[src/rtl/cofi_auto_ctrl.sv]
// rtl/cofi_auto_ctrl.sv - frame-level dither detector driving the cofi blend enable
// Counts horizontal dither hits per frame; a hysteresis FSM updates the enable only at vblank start.
module cofi_auto_ctrl #(
  parameter int CNT_W      = 20,
  parameter int THRESH_ON  = 4096,
  parameter int THRESH_OFF = 1024,
  parameter int FRAMES_ON  = 4,
  parameter int FRAMES_OFF = 16
) (
  input  logic             clk,
  input  logic             reset_n,
  input  logic             pix_ce,
  input  logic             hblank,
  input  logic             vblank,
  input  logic [7:0]       red,
  input  logic [7:0]       green,
  input  logic [7:0]       blue,
  input  logic [1:0]       mode,
  output logic             cofi_enable,
  output logic [1:0]       state,
  output logic [CNT_W-1:0] last_score
);

  typedef enum logic [1:0] {
    S_OFF     = 2'd0,
    S_ARM_ON  = 2'd1,
    S_ON      = 2'd2,
    S_ARM_OFF = 2'd3
  } state_t;

  // Frame counter is 4 bits wide, so limits above 15 clamp to 15.
  localparam logic [3:0]  FON_LIM  = (FRAMES_ON  > 15) ? 4'd15 : 4'(FRAMES_ON);
  localparam logic [3:0]  FOFF_LIM = (FRAMES_OFF > 15) ? 4'd15 : 4'(FRAMES_OFF);
  localparam logic [31:0] TON      = THRESH_ON;
  localparam logic [31:0] TOFF     = THRESH_OFF;

  state_t           st, nxt_st;
  logic [3:0]       frm, nxt_frm;
  logic [CNT_W-1:0] cnt;
  logic [23:0]      p1, p2;
  logic [1:0]       hist_vld;
  logic             vblank_d;
  logic [23:0]      pix;
  logic             active, hit, frame_end;
  logic [31:0]      score;

  assign pix       = {red, green, blue};
  assign active    = !hblank && !vblank;
  assign hit       = active && (hist_vld == 2'd2) && (pix == p2) && (pix != p1);
  assign frame_end = vblank && !vblank_d;
  assign score     = 32'(cnt);
  assign state     = st;

  always_comb begin
    nxt_st  = st;
    nxt_frm = frm;
    case (mode)
      2'd0: begin nxt_st = S_OFF; nxt_frm = 4'd0; end
      2'd1: begin nxt_st = S_ON;  nxt_frm = 4'd0; end
      default: begin
        case (st)
          S_OFF:
            if (score >= TON) begin
              if (FON_LIM == 4'd1) begin nxt_st = S_ON; nxt_frm = 4'd0; end
              else begin nxt_st = S_ARM_ON; nxt_frm = 4'd1; end
            end
          S_ARM_ON:
            if (score >= TON) begin
              if (frm + 4'd1 == FON_LIM) begin nxt_st = S_ON; nxt_frm = 4'd0; end
              else nxt_frm = frm + 4'd1;
            end else begin
              nxt_st = S_OFF; nxt_frm = 4'd0;
            end
          S_ON:
            if (score < TOFF) begin
              if (FOFF_LIM == 4'd1) begin nxt_st = S_OFF; nxt_frm = 4'd0; end
              else begin nxt_st = S_ARM_OFF; nxt_frm = 4'd1; end
            end
          default:
            if (score < TOFF) begin
              if (frm + 4'd1 == FOFF_LIM) begin nxt_st = S_OFF; nxt_frm = 4'd0; end
              else nxt_frm = frm + 4'd1;
            end else begin
              nxt_st = S_ON; nxt_frm = 4'd0;
            end
        endcase
      end
    endcase
  end

  always_ff @(posedge clk or negedge reset_n) begin
    if (!reset_n) begin
      st          <= S_OFF;
      frm         <= 4'd0;
      cnt         <= '0;
      last_score  <= '0;
      cofi_enable <= 1'b0;
      p1          <= 24'd0;
      p2          <= 24'd0;
      hist_vld    <= 2'd0;
      vblank_d    <= 1'b0;
    end else if (pix_ce) begin
      vblank_d <= vblank;
      if (!active) begin
        hist_vld <= 2'd0;
      end else begin
        p1 <= pix;
        p2 <= p1;
        if (hist_vld != 2'd2) hist_vld <= hist_vld + 2'd1;
      end
      // vblank is high on the frame-end sample, so it never coincides with a hit.
      if (frame_end) begin
        last_score  <= cnt;
        cnt         <= '0;
        st          <= nxt_st;
        frm         <= nxt_frm;
        cofi_enable <= (nxt_st == S_ON) || (nxt_st == S_ARM_OFF);
      end else if (hit && !(&cnt)) begin
        cnt <= cnt + 1'b1;
      end
    end
  end

endmodule

[config.mk]
export PLATFORM = sky130hd
export DESIGN_NAME = cofi_auto_ctrl
export DESIGN_NICKNAME = d
export VERILOG_FILES = /design/src/rtl/cofi_auto_ctrl.sv
export SDC_FILE = /design/constraint.sdc
export NUM_CORES = 1
export LEC_CHECK = 0
export CORE_ASPECT_RATIO = 0.5
export CORE_MARGIN = 3
export CORE_UTILIZATION = 55
export CTS_CLUSTER_SIZE = 28
export DETAILED_ROUTE_END_ITERATION = 12
export PLACE_DENSITY_LB_ADDON = 0.08
export SLEW_MARGIN = 20
export SYNTH_ARGS = -nofsm -noshare
export SYNTH_HDL_FRONTEND = slang
export SYNTH_SLANG_ARGS = --single-unit
[constraint.sdc]
create_clock -name clk -period 3.15 [get_ports clk]
set_clock_uncertainty 0.2 [all_clocks]
set_input_delay 0.63 -clock clk [delete_from_list [all_inputs] [get_ports clk]]
set_output_delay 0.63 -clock clk [all_outputs]
set_load 0.05 [all_outputs]
==> impl_metrics.env, run 1 <==
export IMPL_routed_wl_met3_um=328
export IMPL_critPathCaptureType="flip-flop"
export IMPL_skew_pair_late_insertion_delay_ns=0.34
export IMPL_firstDrtPassIters=4
export IMPL_syn_nets=503
export IMPL_layout_area_overhead_vs_synth_pct=21.4
export IMPL_resize_count_post_cts=0
export IMPL_critical_path_top_delay_family="simple AND/OR/NAND/NOR gates"
export IMPL_grt_setup_unrepaired="false"
export IMPL_met1_length_um=4580
export IMPL_synth_cell_type_count=41
export IMPL_synth_largest_area_cell="dfrtp_1"
export IMPL_layout_drive_gt1_share_pct=15.0
export IMPL_criticalPathCategory="input port to flip-flop"
export IMPL_finalSetupTns_ns=0
export IMPL_grt_overflow_total=0
export IMPL_grt_max_degree=49
export IMPL_layout_area_seq_mm2=0.00245
export IMPL_core_area_mm2=0.00829
export IMPL_final_period_minus_worst_setup_slack_ns=2.79
export IMPL_required_ns=3.21
export IMPL_run_status="finished, final reports clean"
export IMPL_irDropWorstVdd_v=0.000398
export IMPL_core_occupancy_in_the_finished_layout_pct=71.3
export IMPL_routed_top_layer="met4"
export IMPL_postCtsSetupRepairBufs=0
export IMPL_worst_margin_pin_slew_ns=0.681
export IMPL_worstHoldPathType="input port to asynchronous set/reset pin"
export IMPL_placementRows=23
export IMPL_dominantRegCellSynth="dfrtp_1"
export IMPL_area_of_the_multi_input_gates_mm2=0.00232
export IMPL_start_util_pct=58.8
export IMPL_post_cts_hold_buffer_count=0
export IMPL_number_of_antenna_violations_at_the_first_check_in_global_routing=0
export IMPL_global_route_usage_over_all_layers_pct=20.7
export IMPL_slew_violations=0
export IMPL_syn_instance_count=466
export IMPL_gp_congestion=0.793
export IMPL_routed_via_count=3584
export IMPL_die_area_mm2=0.0101
export IMPL_max_freq_mhz=359
export IMPL_ctsHtreeMaxLevel=3
export IMPL_first_global_vias=3551
export IMPL_grt_pass1_wl_um=16800
export IMPL_fp_dieH_um=72.5
export IMPL_io_pins=54
export IMPL_die_x_um=139
export IMPL_synth_top_area_share_pct=50.3
export IMPL_synth_seq_area_share_pct=50.3
export IMPL_post_synth_cell_area_avg_um2=10.5
export IMPL_number_of_enable_flip_flop_cells_after_synthesis=0
export IMPL_route_final_wire_length_um=9730
export IMPL_netlist_top_cells_area="dfrtp_1 (50%), mux2_2 (11%), nand2_1 (6.1%), xnor2_1 (4.3%), xor2_1 (4.3%)"
export IMPL_pwr_density_cell_mw_per_mm2=572
export IMPL_cts_buf_count=9
export IMPL_total_of_flip_flops_plus_latches_after_synthesis=98
export IMPL_timing_max_cap_violations=0
export IMPL_static_leakage_power_nw=2.49
export IMPL_crit_reg2reg_launch="p2[2]$_DFFE_PN0P_"
export IMPL_cp_slowest_cell="clkdlybuf4s50_1"
export IMPL_clk_transition_reported_paths_ns=0.07
export IMPL_worstSetupStartpointType="input port"
export IMPL_endpoints_failing_hold=0
export IMPL_cpPeakStageDelay_ns=0.47
export IMPL_wire_per_inst_um=15.2
export IMPL_final_nets=559
export IMPL_ctsRootBufferMaster="clkbuf_16"
export IMPL_count_of_nets_left_with_antenna_violations_after_detail_routing=0
export IMPL_arrival_ns=2.85
export IMPL_fillCellCount=618
export IMPL_route_met2_wl_um=4720
export IMPL_async_flop_share_pct=100
export IMPL_synth_most_common_cell="dfrtp_1"
export IMPL_finalCritPeriodShare_pct=88.5
export IMPL_cp_num_buf_inv=2
export IMPL_clock_sink_count=98
export IMPL_tritoncts="done"
export IMPL_ys_top_cells_by_count="dfrtp_1 (98), nand2_1 (79), mux2_2 (49), xnor2_1 (24), xor2_1 (24)"
export IMPL_antenna_diode_count=0
export IMPL_port_buffer_count=53
export IMPL_netlist_area_mm2=0.00487
export IMPL_setup_violations_final=0
export IMPL_remaining_drc_errors=0
export IMPL_worstPathCellList="clkdlybuf4s50_1 > nor3b_4 > nand4_1 > nor4_1 > o211ai_1 > buf_12 > or4_1 > a21oi_1"
export IMPL_hpwl_um=6630
export IMPL_cts_buffer_depth=2
export IMPL_viasPerCell=5.62
export IMPL_timing_slew_headroom_pct=54.2
export IMPL_fin_ws_ns=0.363
export IMPL_ys_warnings_count=0
export IMPL_worst_path_max_fanout=38
export IMPL_place_worst_setup_slack_ns=0.0653
export IMPL_detailedRoute_firstIterationViolations=152
export IMPL_r2r_slack_ns=0.78
export IMPL_worst_setup_path_startpoint="hblank"
## worst register-to-register path, stage by stage, from the launching register on
cell,delay (ns)
dfrtp_1,0.42
xnor2_1,0.16
nand4_1,0.10
nor3_1,0.34
o211ai_1,0.22
buf_12,0.21
or4_1,0.47
a21oi_1,0.17
## cell usage in the layout, fill, tap and decap left out, types with 4 or more instances in the layout
master / count
clkbuf_16: 9
nor2_1: 16
o21ai_0: 15
xor2_1: 24
o31ai_1: 4
nand3_1: 13
a21oi_1: 14
or4_1: 12
mux2_2: 49
or3_1: 9
nand2_1: 79
nand4_1: 17
xnor2_1: 24
clkdlybuf4s50_1: 52
inv_1: 10
ha_1: 6
o211ai_1: 14
nor4_1: 10
dfrtp_1: 98
buf_4: 10
## routing by layer
metal,global-route usage (%),up-vias
li1,-,1756
met1,26.5,1768
met2,35.0,53
met3,5.33,7
met4,6.94,0
met5,0,-
## logic make-up (layout without fill, tap and decap cells)
logic type               Yosys count  in the layout  share of synthesized area, %
AO/OA/AOI/OAI                     58             58                          7.48
XOR/XNOR                          48             48                          8.63
adder cells (fa/ha/maj)            6              6                          1.54
buffers and inverters             29             89                          2.26
flip-flops                        98             98                          50.3
multiplexers                      51             51                          11.7
AND/OR/NAND/NOR                  176            176                          18.0
## per-stage QoR
| step | hold WS (ns) | total power, mW | cells | cell area (um^2) |
|---|---|---|---|---|
| after floorplan | 0.134 | 2.00 | 466 | 4870 |
| final | 0.0901 | 3.38 | 638 | 5910 |
| after global placement | 0.260 | 2.19 | 623 | 5590 |
| after global routing | 0.134 | 3.56 | 638 | 5910 |
| after detailed placement | 0.261 | 2.21 | 623 | 5590 |
| after CTS | 0.110 | 3.41 | 638 | 5910 |
## registers in the layout, summed over array words and instances (netlist names)
signal,count
cofi_enable,1
last_score,20
p1,24
cnt,20
vblank_d,1
state,2
frm,4
hist_vld,2
p2,24
## cell type report
| type | instances | area share (%) |
|---|---|---|
| clock inverter | 4 | 1.27 |
| inverter | 10 | 0.635 |
| timing repair buffer | 64 | 10.7 |
| tap | 112 | 2.37 |
| sequential | 98 | 41.5 |
| clock buffer | 11 | 4.27 |
| multi-input combinational | 339 | 39.2 |
## worst paths after layout
| path | endpoint | cells past startpoint |
|---|---|---|
| max | cnt[2]$_DFFE_PN0P_ | 8 |
| min | frm[2]$_DFFE_PN0P_ | 1 |
| max reg2reg | cnt[2]$_DFFE_PN0P_ | 7 |
| min reg2reg | last_score[15]$_DFFE_PN0P_ | 2 |
| max in group asynchronous | p2[17]$_DFFE_PN0P_ | 2 |
| min in group clk | last_score[15]$_DFFE_PN0P_ | 2 |
## power by group
| group | total, mW | internal [mW] | switching [mW] |
|---|---|---|---|
| Combinational | 0.586 | 0.322 | 0.264 |
| Clock | 1.20 | 0.735 | 0.463 |
| Sequential | 1.60 | 1.44 | 0.161 |
| Total | 3.38 | 2.50 | 0.888 |
No activity file was read; power rests on OpenSTA's default activity.
==> inputs of run 2 (changes only) <==
--- a/config.mk
+++ b/config.mk
@@ -10,6 +10,7 @@
 export CORE_UTILIZATION = 55
 export CTS_CLUSTER_SIZE = 28
 export DETAILED_ROUTE_END_ITERATION = 12
+export MAX_ROUTING_LAYER = met4
 export PLACE_DENSITY_LB_ADDON = 0.08
 export SLEW_MARGIN = 20
 export SYNTH_ARGS = -nofsm -noshare
==> constraint.sdc (replaced) <==
create_clock -name clk -period 3.3 [get_ports clk]
set_clock_uncertainty 0.2 [all_clocks]
set_input_delay 0.66 -clock clk [delete_from_list [all_inputs] [get_ports clk]]
set_output_delay 0.66 -clock clk [all_outputs]
set_load 0.05 [all_outputs]
==> impl_metrics.env, run 2 (same netlist as run 1, synthesis figures left out) <==
export IMPL_run_status="finished, final reports clean"
export IMPL_tritoncts="done"
export IMPL_cts_buffer_depth=2
export IMPL_grt_setup_unrepaired="false"
export IMPL_cp_num_buf_inv=2
export IMPL_max_freq_mhz=359
export IMPL_final_nets=560
export IMPL_layout_cells_most_common="dfrtp_1"
export IMPL_cts_buf_count=9
export IMPL_setup_violations_final=0
export IMPL_critPathCaptureType="flip-flop"
export IMPL_start_util_pct=58.8
export IMPL_postLayoutCellArea_mm2=0.00590
export IMPL_die_area_mm2=0.0101
export IMPL_timing_max_cap_violations=0
export IMPL_detailedRoute_firstIterationViolations=239
export IMPL_gp_congestion=0.822
export IMPL_layout_drive_gt1_share_pct=15.3
export IMPL_post_cts_hold_buffer_count=0
export IMPL_grt_pass1_wl_um=16600
export IMPL_worst_path_max_fanout=38
export IMPL_grt_max_degree=53
export IMPL_skew_pair_late_insertion_delay_ns=0.34
export IMPL_endpoints_failing_hold=0
export IMPL_grt_overflow_total=0
export IMPL_fillCellCount=626
export IMPL_route_final_wire_length_um=9620
export IMPL_wire_per_inst_um=15.0
export IMPL_die_x_um=139
export IMPL_clock_sink_count=98
export IMPL_slew_violations=0
export IMPL_cpPeakStageDelay_ns=0.48
export IMPL_worstPathCellList="clkdlybuf4s50_1 > nor3b_4 > nand4_1 > nor4_1 > o211ai_1 > buf_12 > or4_1 > a21oi_1"
export IMPL_layout_area_seq_mm2=0.00245
export IMPL_placementRows=23
export IMPL_postCtsSetupRepairBufs=0
export IMPL_arrival_ns=2.85
export IMPL_count_of_nets_left_with_antenna_violations_after_detail_routing=0
export IMPL_layout_area_overhead_vs_synth_pct=21.1
export IMPL_number_of_antenna_violations_at_the_first_check_in_global_routing=0
export IMPL_clk_transition_reported_paths_ns=0.06
export IMPL_area_of_the_multi_input_gates_mm2=0.00232
export IMPL_global_route_usage_over_all_layers_pct=20.8
export IMPL_finalSetupTns_ns=0
export IMPL_layout_cells_most_common_list="dfrtp_1 (98), nand2_1 (79), clkdlybuf4s50_1 (52)"
export IMPL_worst_margin_pin_slew_ns=0.671
export IMPL_ctsHtreeMaxLevel=3
export IMPL_first_global_vias=3541
export IMPL_worstSetupStartpointType="input port"
export IMPL_fp_dieH_um=72.5
export IMPL_irDropWorstVdd_v=0.000371
export IMPL_port_buffer_count=53
export IMPL_cp_slowest_cell="clkdlybuf4s50_1"
export IMPL_required_ns=3.37
export IMPL_reg_largest_list="p1 x24, p2 x24"
export IMPL_criticalPathCategory="input port to flip-flop"
export IMPL_io_pins=54
export IMPL_dpl_cell_area_mm2=0.00559
export IMPL_final_period_minus_worst_setup_slack_ns=2.78
export IMPL_static_leakage_power_nw=2.49
export IMPL_antenna_diode_count=0
export IMPL_core_area_mm2=0.00829
export IMPL_finalCritPeriodShare_pct=84.4
export IMPL_routed_via_count=3601
export IMPL_remaining_drc_errors=0
export IMPL_worstHoldPathType="input port to asynchronous set/reset pin"
export IMPL_resize_count_post_cts=0
export IMPL_pwr_density_cell_mw_per_mm2=535
export IMPL_firstDrtPassIters=4
export IMPL_timing_slew_headroom_pct=55.3
export IMPL_critical_path_top_delay_family="simple AND/OR/NAND/NOR gates"
export IMPL_viasPerCell=5.63
export IMPL_ctsRootBufferMaster="clkbuf_16"
export IMPL_hpwl_um=6820
[run 2: power by group]
group / internal, mW / switching (mW)
registers: 1.37 / 0.152
clock network: 0.609 / 0.453
logic: 0.308 / 0.256
[run 2: layer usage]
metal | routed length, um | GRT usage [%] | vias up
met5 | 0 | - | -
met4 | 48 | 4.77 | 0
met3 | 412 | 5.53 | 7
met2 | 4760 | 35.3 | 56
met1 | 4410 | 25.5 | 1769
li1 | - | - | 1769
[run 2: final timing paths]
path / start / to / slack [ns] / cells after the start
max: hblank / cnt[18]$_DFFE_PN0P_ / 0.52 / 8
min: reset_n / last_score[17]$_DFFE_PN0P_ / 0.14 / 1
max reg2reg: cnt[3]$_DFFE_PN0P_ / cnt[9]$_DFFE_PN0P_ / 0.94 / 7
min reg2reg: last_score[15]$_DFFE_PN0P_ / last_score[15]$_DFFE_PN0P_ / 0.28 / 2
max in group asynchronous: reset_n / cnt[11]$_DFFE_PN0P_ / 2.10 / 2
min in group clk: last_score[15]$_DFFE_PN0P_ / last_score[15]$_DFFE_PN0P_ / 0.28 / 2
[run 2: area by class of cell]
cell class,instances,area share (%)
well taps,112,2.38
inverters,10,0.637
clock inverters,6,1.10
flip-flops and latches,98,41.6
repair buffers,65,10.9
clock buffers,10,4.05
multi-input cells,339,39.3
[run 2: stage by stage]
step | utilization [%] | setup slack [ns] | power (mW) | hold slack (ns) | std cells
4_1_cts | 71.2 | 0.532 | 3.19 | 0.167 | 640
5_1_grt | 71.2 | 0.356 | 3.32 | 0.193 | 640
3_5_place_dp | 67.5 | 0.188 | 2.12 | 0.266 | 624
6_report | 71.2 | 0.516 | 3.15 | 0.144 | 640
2_1_floorplan | - | 0.823 | 1.91 | 0.164 | 466
3_3_place_gp | 67.5 | 0.231 | 2.09 | 0.259 | 624
==> inputs of run 3 (changes only) <==
==> constraint.sdc (replaced) <==
create_clock -name clk -period 2.7 [get_ports clk]
set_clock_uncertainty 0.2 [all_clocks]
set_input_delay 0.54 -clock clk [delete_from_list [all_inputs] [get_ports clk]]
set_output_delay 0.54 -clock clk [all_outputs]
set_load 0.05 [all_outputs]
==> impl_metrics.env, run 3 (same netlist as run 1, synthesis figures left out) <==
export IMPL_pwr_density_cell_mw_per_mm2=634
export IMPL_cts_buf_count=9
export IMPL_reg_largest_list="p1 x24, p2 x24"
export IMPL_routed_via_count=3738
export IMPL_layout_cells_most_common_list="dfrtp_1 (98), nand2_1 (79), mux2_2 (49)"
export IMPL_antenna_diode_count=0
export IMPL_dpl_cell_area_mm2=0.00568
export IMPL_grt_max_degree=49
export IMPL_hpwl_um=6690
export IMPL_met1_length_um=4540
export IMPL_gp_congestion=0.838
export IMPL_ctsRootBufferMaster="clkbuf_16"
export IMPL_first_global_vias=3675
export IMPL_die_area_mm2=0.0101
export IMPL_criticalPathCategory="input port to flip-flop"
export IMPL_fp_dieH_um=72.5
export IMPL_endpoints_failing_hold=0
export IMPL_fillCellCount=625
export IMPL_port_buffer_count=53
export IMPL_cts_buffer_depth=2
export IMPL_fin_ws_ns=0.0479
export IMPL_firstDrtPassIters=4
export IMPL_die_x_um=139
export IMPL_max_freq_mhz=377
export IMPL_arrival_ns=2.72
export IMPL_worst_hold_slack_ns=0.273
export IMPL_placementRows=23
export IMPL_timing_max_cap_violations=0
export IMPL_skew_pair_late_insertion_delay_ns=0.35
export IMPL_worst_margin_pin_slew_ns=0.599
export IMPL_worstHoldPathType="flip-flop to flip-flop"
export IMPL_global_route_usage_over_all_layers_pct=21.4
export IMPL_grt_overflow_total=0
export IMPL_wire_per_inst_um=15.5
export IMPL_required_ns=2.77
export IMPL_routed_top_layer="met4"
export IMPL_final_period_minus_worst_setup_slack_ns=2.65
export IMPL_remaining_drc_errors=0
export IMPL_count_of_nets_left_with_antenna_violations_after_detail_routing=0
export IMPL_slew_violations=0
export IMPL_worstSetupStartpointType="input port"
export IMPL_route_met2_wl_um=5050
export IMPL_grt_pass1_wl_um=17000
export IMPL_layout_cells_most_common="dfrtp_1"
export IMPL_ctsHtreeMaxLevel=3
export IMPL_tritoncts="done"
export IMPL_core_area_mm2=0.00829
export IMPL_timing_slew_headroom_pct=60.1
export IMPL_static_leakage_power_nw=2.63
export IMPL_layout_drive_gt1_share_pct=18.6
export IMPL_clock_sink_count=98
export IMPL_final_nets=575
export IMPL_finalCritPeriodShare_pct=98.2
export IMPL_viasPerCell=5.71
export IMPL_start_util_pct=58.8
export IMPL_routed_wl_met3_um=481
export IMPL_run_status="finished, final reports clean"
export IMPL_layout_area_overhead_vs_synth_pct=25.2
export IMPL_number_of_antenna_violations_at_the_first_check_in_global_routing=0
export IMPL_route_final_wire_length_um=10100
export IMPL_clk_transition_reported_paths_ns=0.07
export IMPL_place_worst_setup_slack_ns=-0.318
export IMPL_detailedRoute_firstIterationViolations=243
export IMPL_worst_path_max_fanout=4
export IMPL_postLayoutCellArea_mm2=0.00610
export IMPL_finalSetupTns_ns=0
export IMPL_irDropWorstVdd_v=0.000397
export IMPL_setup_violations_final=0
export IMPL_critPathCaptureType="flip-flop"
export IMPL_io_pins=54
run 3: routing by layer:
layer,GRT usage [%],vias up
li1,-,1809
met1,25.8,1844
met2,37.0,78
met3,5.60,7
met4,4.45,0
met5,-,-
run 3: critical path: stages:
cell	delay, ns
clkdlybuf4s50_1	0.50
xnor2_1	0.14
nand4_1	0.14
nor4_2	0.28
o211ai_1	0.13
buf_4	0.18
buf_4	0.13
buf_6	0.11
or4_1	0.47
o21ai_1	0.09
run 3: through the flow:
stage | util, % | cells | power (mW)
2_1_floorplan | - | 466 | 2.33
3_3_place_gp | 68.5 | 632 | 2.57
5_1_grt | 73.6 | 655 | 4.07
6_report | 73.6 | 655 | 3.87
3_5_place_dp | 68.5 | 632 | 2.59
4_1_cts | 72.3 | 649 | 3.90
run 3: timing repair:
item,4_1_cts,5_1_grt
buffers inserted,0,3
hold buffers,1,0
endpoints found under the hold margin,30,0
resized for setup,0,13
setup endpoints to repair,0,11
run 3: final timing paths:
path / slack (ns) / startpoint / endpoint / depth (start not counted)
max: 0.05 / green[0] / cnt[7]$_DFFE_PN0P_ / 10
min: 0.27 / last_score[15]$_DFFE_PN0P_ / last_score[15]$_DFFE_PN0P_ / 2
max reg2reg: 0.22 / hist_vld[0]$_DFFE_PN0P_ / cnt[7]$_DFFE_PN0P_ / 10
min reg2reg: 0.27 / last_score[15]$_DFFE_PN0P_ / last_score[15]$_DFFE_PN0P_ / 2
max in group asynchronous: 1.18 / reset_n / p1[3]$_DFFE_PN0P_ / 3
min in group asynchronous: 0.48 / reset_n / frm[1]$_DFFE_PN0P_ / 2
run 3: power by group:
part	leakage [nW]	switching [mW]	total (mW)	internal, mW
registers	1.26	0.184	1.86	1.68
clock network	0.146	0.568	1.29	0.726
logic	1.23	0.322	0.709	0.387
run 3: final cells by class:
| type | count | area (um^2) | area share, % |
|---|---|---|---|
| inverters | 10 | 37.5 | 0.616 |
| clock inverters | 7 | 77.6 | 1.27 |
| repair buffers | 80 | 815 | 13.4 |
| well taps | 112 | 140 | 2.30 |
| flip-flops and latches | 98 | 2450 | 40.2 |
| multi-input cells | 339 | 2350 | 38.6 |
| clock buffers | 9 | 225 | 3.69 |
